**src/rtl/cpu_pkg.sv**
```systemverilog
// Shared definitions for the control unit, its decoder and the ALU:
// opcodes, ALU operation codes, sequencer states and instruction fields.
package cpu_pkg;

  localparam int OH_W = 20;

  localparam int OP_HI  = 24;
  localparam int OP_LO  = 22;
  localparam int RX_HI  = 21;
  localparam int RX_LO  = 19;
  localparam int RY_HI  = 18;
  localparam int RY_LO  = 16;
  localparam int IMM_HI = 15;
  localparam int IMM_LO = 0;

  localparam logic [2:0] OP_MV   = 3'b000;
  localparam logic [2:0] OP_MVI  = 3'b001;
  localparam logic [2:0] OP_ADD  = 3'b010;
  localparam logic [2:0] OP_SUB  = 3'b011;
  localparam logic [2:0] OP_AND  = 3'b100;
  localparam logic [2:0] OP_OR   = 3'b101;
  localparam logic [2:0] OP_XOR  = 3'b110;
  localparam logic [2:0] OP_HALT = 3'b111;

  localparam logic [2:0] ALU_ADD = 3'b000;
  localparam logic [2:0] ALU_SUB = 3'b001;
  localparam logic [2:0] ALU_AND = 3'b010;
  localparam logic [2:0] ALU_OR  = 3'b011;
  localparam logic [2:0] ALU_XOR = 3'b100;

  localparam int IDX_G   = 9;
  localparam int IDX_A   = 10;
  localparam int IDX_IMM = 10;

  typedef enum logic [2:0] {
    IDLE,
    FETCH,
    LOAD,
    T1,
    T2,
    T3,
    HALT
  } state_t;

  function automatic logic [2:0] alu_op_of(input logic [2:0] opcode);
    case (opcode)
      OP_SUB:  return ALU_SUB;
      OP_AND:  return ALU_AND;
      OP_OR:   return ALU_OR;
      OP_XOR:  return ALU_XOR;
      default: return ALU_ADD;
    endcase
  endfunction

  // MV and MVI finish in T1; every other non-HALT opcode runs T1..T3.
  function automatic logic is_move(input logic [2:0] opcode);
    return (opcode == OP_MV) || (opcode == OP_MVI);
  endfunction

endpackage

```
**src/rtl/ctrl_decode.sv**
```systemverilog
// Combinational step decoder: turns the sequencer state and the held
// instruction into register enables, bus driver selects and the ALU code word.
module ctrl_decode
  import cpu_pkg::*;
#(
  parameter int IMM_W = 16
) (
  input  state_t             state,
  input  logic [IMM_W+8:0]   ir,
  output logic [OH_W-1:0]    r_en_OH,
  output logic [OH_W-1:0]    tri_controller_OH,
  output logic [IMM_W+6:0]   code
);

  logic [2:0]       opcode;
  logic [2:0]       rx;
  logic [2:0]       ry;
  logic [IMM_W-1:0] imm;
  logic [2:0]       alu_op;

  assign opcode = ir[OP_HI:OP_LO];
  assign rx     = ir[RX_HI:RX_LO];
  assign ry     = ir[RY_HI:RY_LO];
  assign imm    = ir[IMM_W-1:0];

  // ALU instructions: A <- Rx in T1, G <- A op Ry in T2, Rx <- G in T3.
  always_comb begin
    r_en_OH           = '0;
    tri_controller_OH = '0;
    alu_op            = ALU_ADD;
    unique case (state)
      T1: begin
        if (opcode == OP_MV) begin
          tri_controller_OH[ry] = 1'b1;
          r_en_OH[rx]           = 1'b1;
        end else if (opcode == OP_MVI) begin
          tri_controller_OH[IDX_IMM] = 1'b1;
          r_en_OH[rx]                = 1'b1;
        end else begin
          tri_controller_OH[rx] = 1'b1;
          r_en_OH[IDX_A]        = 1'b1;
        end
      end
      T2: begin
        tri_controller_OH[ry] = 1'b1;
        r_en_OH[IDX_G]        = 1'b1;
        alu_op                = alu_op_of(opcode);
      end
      T3: begin
        tri_controller_OH[IDX_G] = 1'b1;
        r_en_OH[rx]              = 1'b1;
      end
      default: ;
    endcase
  end

  assign code = {alu_op, 4'b0000, imm};

endmodule

```
**src/rtl/control_unit.sv**
```systemverilog
// Multi-cycle instruction sequencer: owns PC and IR, steps each instruction
// through FETCH/LOAD/T1..T3 and drives the datapath through ctrl_decode.
module control_unit
  import cpu_pkg::*;
#(
  parameter int PC_W  = 6,
  parameter int IMM_W = 16
) (
  input  logic               clk,
  input  logic               rst_n,
  input  logic               run,
  input  logic [IMM_W+8:0]   instr,
  output logic [PC_W-1:0]    address,
  output logic [OH_W-1:0]    r_en_OH,
  output logic [OH_W-1:0]    tri_controller_OH,
  output logic [IMM_W+6:0]   code,
  output logic               busy,
  output logic               done,
  output logic               halted
);

  state_t           state;
  logic [PC_W-1:0]  pc;
  logic [IMM_W+8:0] ir;
  logic [2:0]       opcode;

  assign opcode = ir[OP_HI:OP_LO];

  // rst_n is active-high despite its name. HALT is absorbing until reset.
  always_ff @(posedge clk) begin
    if (rst_n) begin
      state <= IDLE;
      pc    <= '0;
      ir    <= '0;
    end else begin
      unique case (state)
        IDLE:  if (run) state <= FETCH;
        FETCH: state <= LOAD;
        LOAD: begin
          ir    <= instr;
          pc    <= pc + PC_W'(1);
          state <= (instr[OP_HI:OP_LO] == OP_HALT) ? HALT : T1;
        end
        T1: begin
          if (is_move(opcode)) state <= run ? FETCH : IDLE;
          else                 state <= T2;
        end
        T2:    state <= T3;
        T3:    state <= run ? FETCH : IDLE;
        HALT:  state <= HALT;
        default: state <= IDLE;
      endcase
    end
  end

  assign address = (state == FETCH) ? pc : '0;
  assign busy    = (state != IDLE) && (state != HALT);
  assign done    = ((state == T1) && is_move(opcode)) || (state == T3);
  assign halted  = (state == HALT);

  ctrl_decode #(
    .IMM_W(IMM_W)
  ) u_decode (
    .state             (state),
    .ir                (ir),
    .r_en_OH           (r_en_OH),
    .tri_controller_OH (tri_controller_OH),
    .code              (code)
  );

endmodule

```
**config.mk**
```make
export PLATFORM = sky130hd
export DESIGN_NAME = control_unit
export DESIGN_NICKNAME = d
export VERILOG_FILES = /design/src/rtl/cpu_pkg.sv /design/src/rtl/ctrl_decode.sv /design/src/rtl/control_unit.sv
export SDC_FILE = /design/constraint.sdc
export NUM_CORES = 1
export LEC_CHECK = 0
export CAP_MARGIN = 20
export CORE_AREA = 3 3 74 76
export CTS_CLUSTER_SIZE = 12
export DETAILED_ROUTE_END_ITERATION = 10
export DIE_AREA = 0 0 77 79
export PLACE_DENSITY = 0.79
export SLEW_MARGIN = 10
export SYNTH_ARGS = -nofsm -noshare
export SYNTH_HDL_FRONTEND = slang
export SYNTH_SLANG_ARGS = --single-unit
```
**constraint.sdc**
```tcl
create_clock -name clk -period 1.98 [get_ports clk]
set_input_delay 0.396 -clock clk [delete_from_list [all_inputs] [get_ports clk]]
set_output_delay 0.396 -clock clk [all_outputs]
set_load 0.05 [all_outputs]
```
==> metrics <==
Die Footprint=6080 µm²; CTS tree=yes; Final Setup Violations=18; layout cells sized above 1=0.334; Synth cell types=41; Crit path max-delay family=simple AND/OR/NAND/NOR gates; vias in the first global route=1879; first-pass GRT wire length=8770 µm; RD Place Congestion=0.849; DR iter-0 viols=104; failing checks=negative setup slack; CTS Buffer Depth=2; Yosys warnings=0; cts bufs inserted=5; DIE HEIGHT=79 µm; H-tree lvl count=2; Gate Count Post-Synth=261; crit path DAT=1700 ps; dominant cell type by area after synthesis=dfxtp_1; drt drc=0; clk sinks=34; hold_buf cts=0; vias per cell=4.81; final instance area=3510 µm²; Synth area leaders=dfxtp_1, buf_4, nand2_1; Core Region=4790 µm²; Final WS setup=-119 ps; Vias=1993; Starting Density=0.404; sequential-to-total area share from yosys stat=0.352; fin crit period=2100 ps; Pwr Density=594 nW/µm²; Syn-to-layout area delta=81.5%; Ports=100; ant diodes=0; Least-Margin Pin Slew=513 ps; WL per Instance=13.9 µm; synthesized area=1930 µm²; critical path buffer and inverter count=2; Global Route Usage Sum=0.178; Synth Area per Inst=7.40 µm²; Antenna Nets Post-Route=0; fin util=0.733; post-synth top area share=0.352; DRT Pass-1 Iters=4; area post-placement=3120 µm²; Crit path required time=1580 ps; clk_lat worst skew=290 ps; Max Fclk=476 MHz; Std-Cell Rows=25; status=finished, violations left; met2 Use GR=0.333; RSZ-0062 raised after global routing=true; Setup Skew=8.21 ps; Max transition margin=0.657; initial antenna violation count=0; Die Wd=77 µm; Root Buffer=clkbuf_8; met3 Use GR=0.0544; grt peak-use layer=met2; largest net degree at the start of global routing=19; Crit Path Category=flop to primary output; Most used DFF post-synth=dfxtp_1; Crit Path Max Fanout=4; Slew Viols, Final=0; Fill cells=344; Worst VDD drop=531 µV; PortBufs=75; WL final=5770 µm; final-report hold violation count=0; GR Layer Usage met1=0.196; LEAKAGE=1.29 nW; Async SR Flop Fraction=0; CP cell instances=buf_6 -> nand3b_1 -> or3_4 -> o22ai_2 -> buf_12; Max Cap Violations=0; Post-synth EDFFs=0; HP Class=flop to flop; register-to-register setup slack=110 ps; Final Cycle Share=1.06; startpoint types=flop; DP Wirelength=4000 µm; Overflow after GRT=0; CP Capture Type=primary output; Clock transition at path regs=70 ps; Commonest cells post-synth=nand2_1, buf_4, dfxtp_1, a21oi_1, nor2_1; post-synthesis register bit count=34; Crit path largest cell delay=420 ps; Nets=375; count leader, synth=nand2_1; CP max stage cell=or3_4; total power=2.08 mW; Setup TNS=-1350 ps
per-layer routing:
layer,share of wire,vias to the layer above
met2,0.51,88
met3,0.077,13
met5,0,-
li1,-,985
met4,0.020,0
met1,0.39,907
area by class of cell:
class	count	area, µm²	area share
timing repair buffer	107	1370	0.389
multi-input combinational	194	1250	0.356
sequential	34	699	0.200
tap	67	83.8	0.0239
clock buffer	6	82.6	0.0236
inverter	4	15.0	0.00428
clock inverter	2	12.5	0.00357
worst register-to-register path: stages, from the launching register on:
cell,delay [ps]
dfxtp_4,360
buf_6,120
buf_6,120
buf_12,120
or3b_1,400
or4_1,520
a21oi_1,160
registers in the layout, indices dropped and copies added, names as in the netlist:
name and flops:
ir 25, state 3, pc 6
what timing repair did:
| item | 4_1_cts | 5_1_grt |
|---|---|---|
| buffers inserted | 10 | 6 |
| endpoints found under the setup margin | 26 | 24 |
| resized for setup | 32 | 13 |
| pin swaps | 9 | 5 |
metrics by stage:
stage | hold slack [ps] | worst slack, ps | std cells
4_1_cts | 456 | -81.1 | 408
6_report | 454 | -119 | 414
3_3_place_gp | 441 | 114 | 390
2_1_floorplan | 437 | -88.4 | 284
5_1_grt | 474 | -165 | 414
3_5_place_dp | 448 | 50.2 | 390
layout by cell type (no fill, tap or decap), drive strengths merged, types with 4 or more instances in the layout:
cell	count
inv	4
buf	64
nor3b	4
or3	6
o32ai	4
nor2	20
clkbuf	6
nand2	59
conb	24
dfxtp	34
clkdlybuf4s50	43
o22ai	4
and2	7
a21oi	31
power by group:
group | total [mW] | internal (mW) | switching (mW)
combinational | 0.772 | 0.311 | 0.461
clock | 0.535 | 0.279 | 0.256
sequential | 0.776 | 0.728 | 0.0470
cells by family (layout without fill, tap and decap cells):
kind of cell	Yosys count	count (layout)	share of synthesized area
adder cells (fa/ha/maj)	1	1	0.00648
flip-flops	34	34	0.352
AND/OR/NAND/NOR	116	116	0.282
other	1	24	0.00194
XOR/XNOR	3	3	0.0136
buffers and inverters	56	119	0.187
multiplexers	1	1	0.00583
AO/OA/AOI/OAI	49	49	0.150
worst paths after layout:
kind,startpoint,end,cells after the start
setup / recovery,state[0]$_SDFFE_PP0P_,tri_controller_OH[3],5
hold / removal,ir[11]$_SDFFE_PP0P_,ir[11]$_SDFFE_PP0P_,2
setup reg to reg,state[0]$_SDFFE_PP0P_,pc[5]$_SDFFE_PP0P_,6
hold reg to reg,ir[11]$_SDFFE_PP0P_,ir[11]$_SDFFE_PP0P_,2
(Power assumes the default switching activity.)
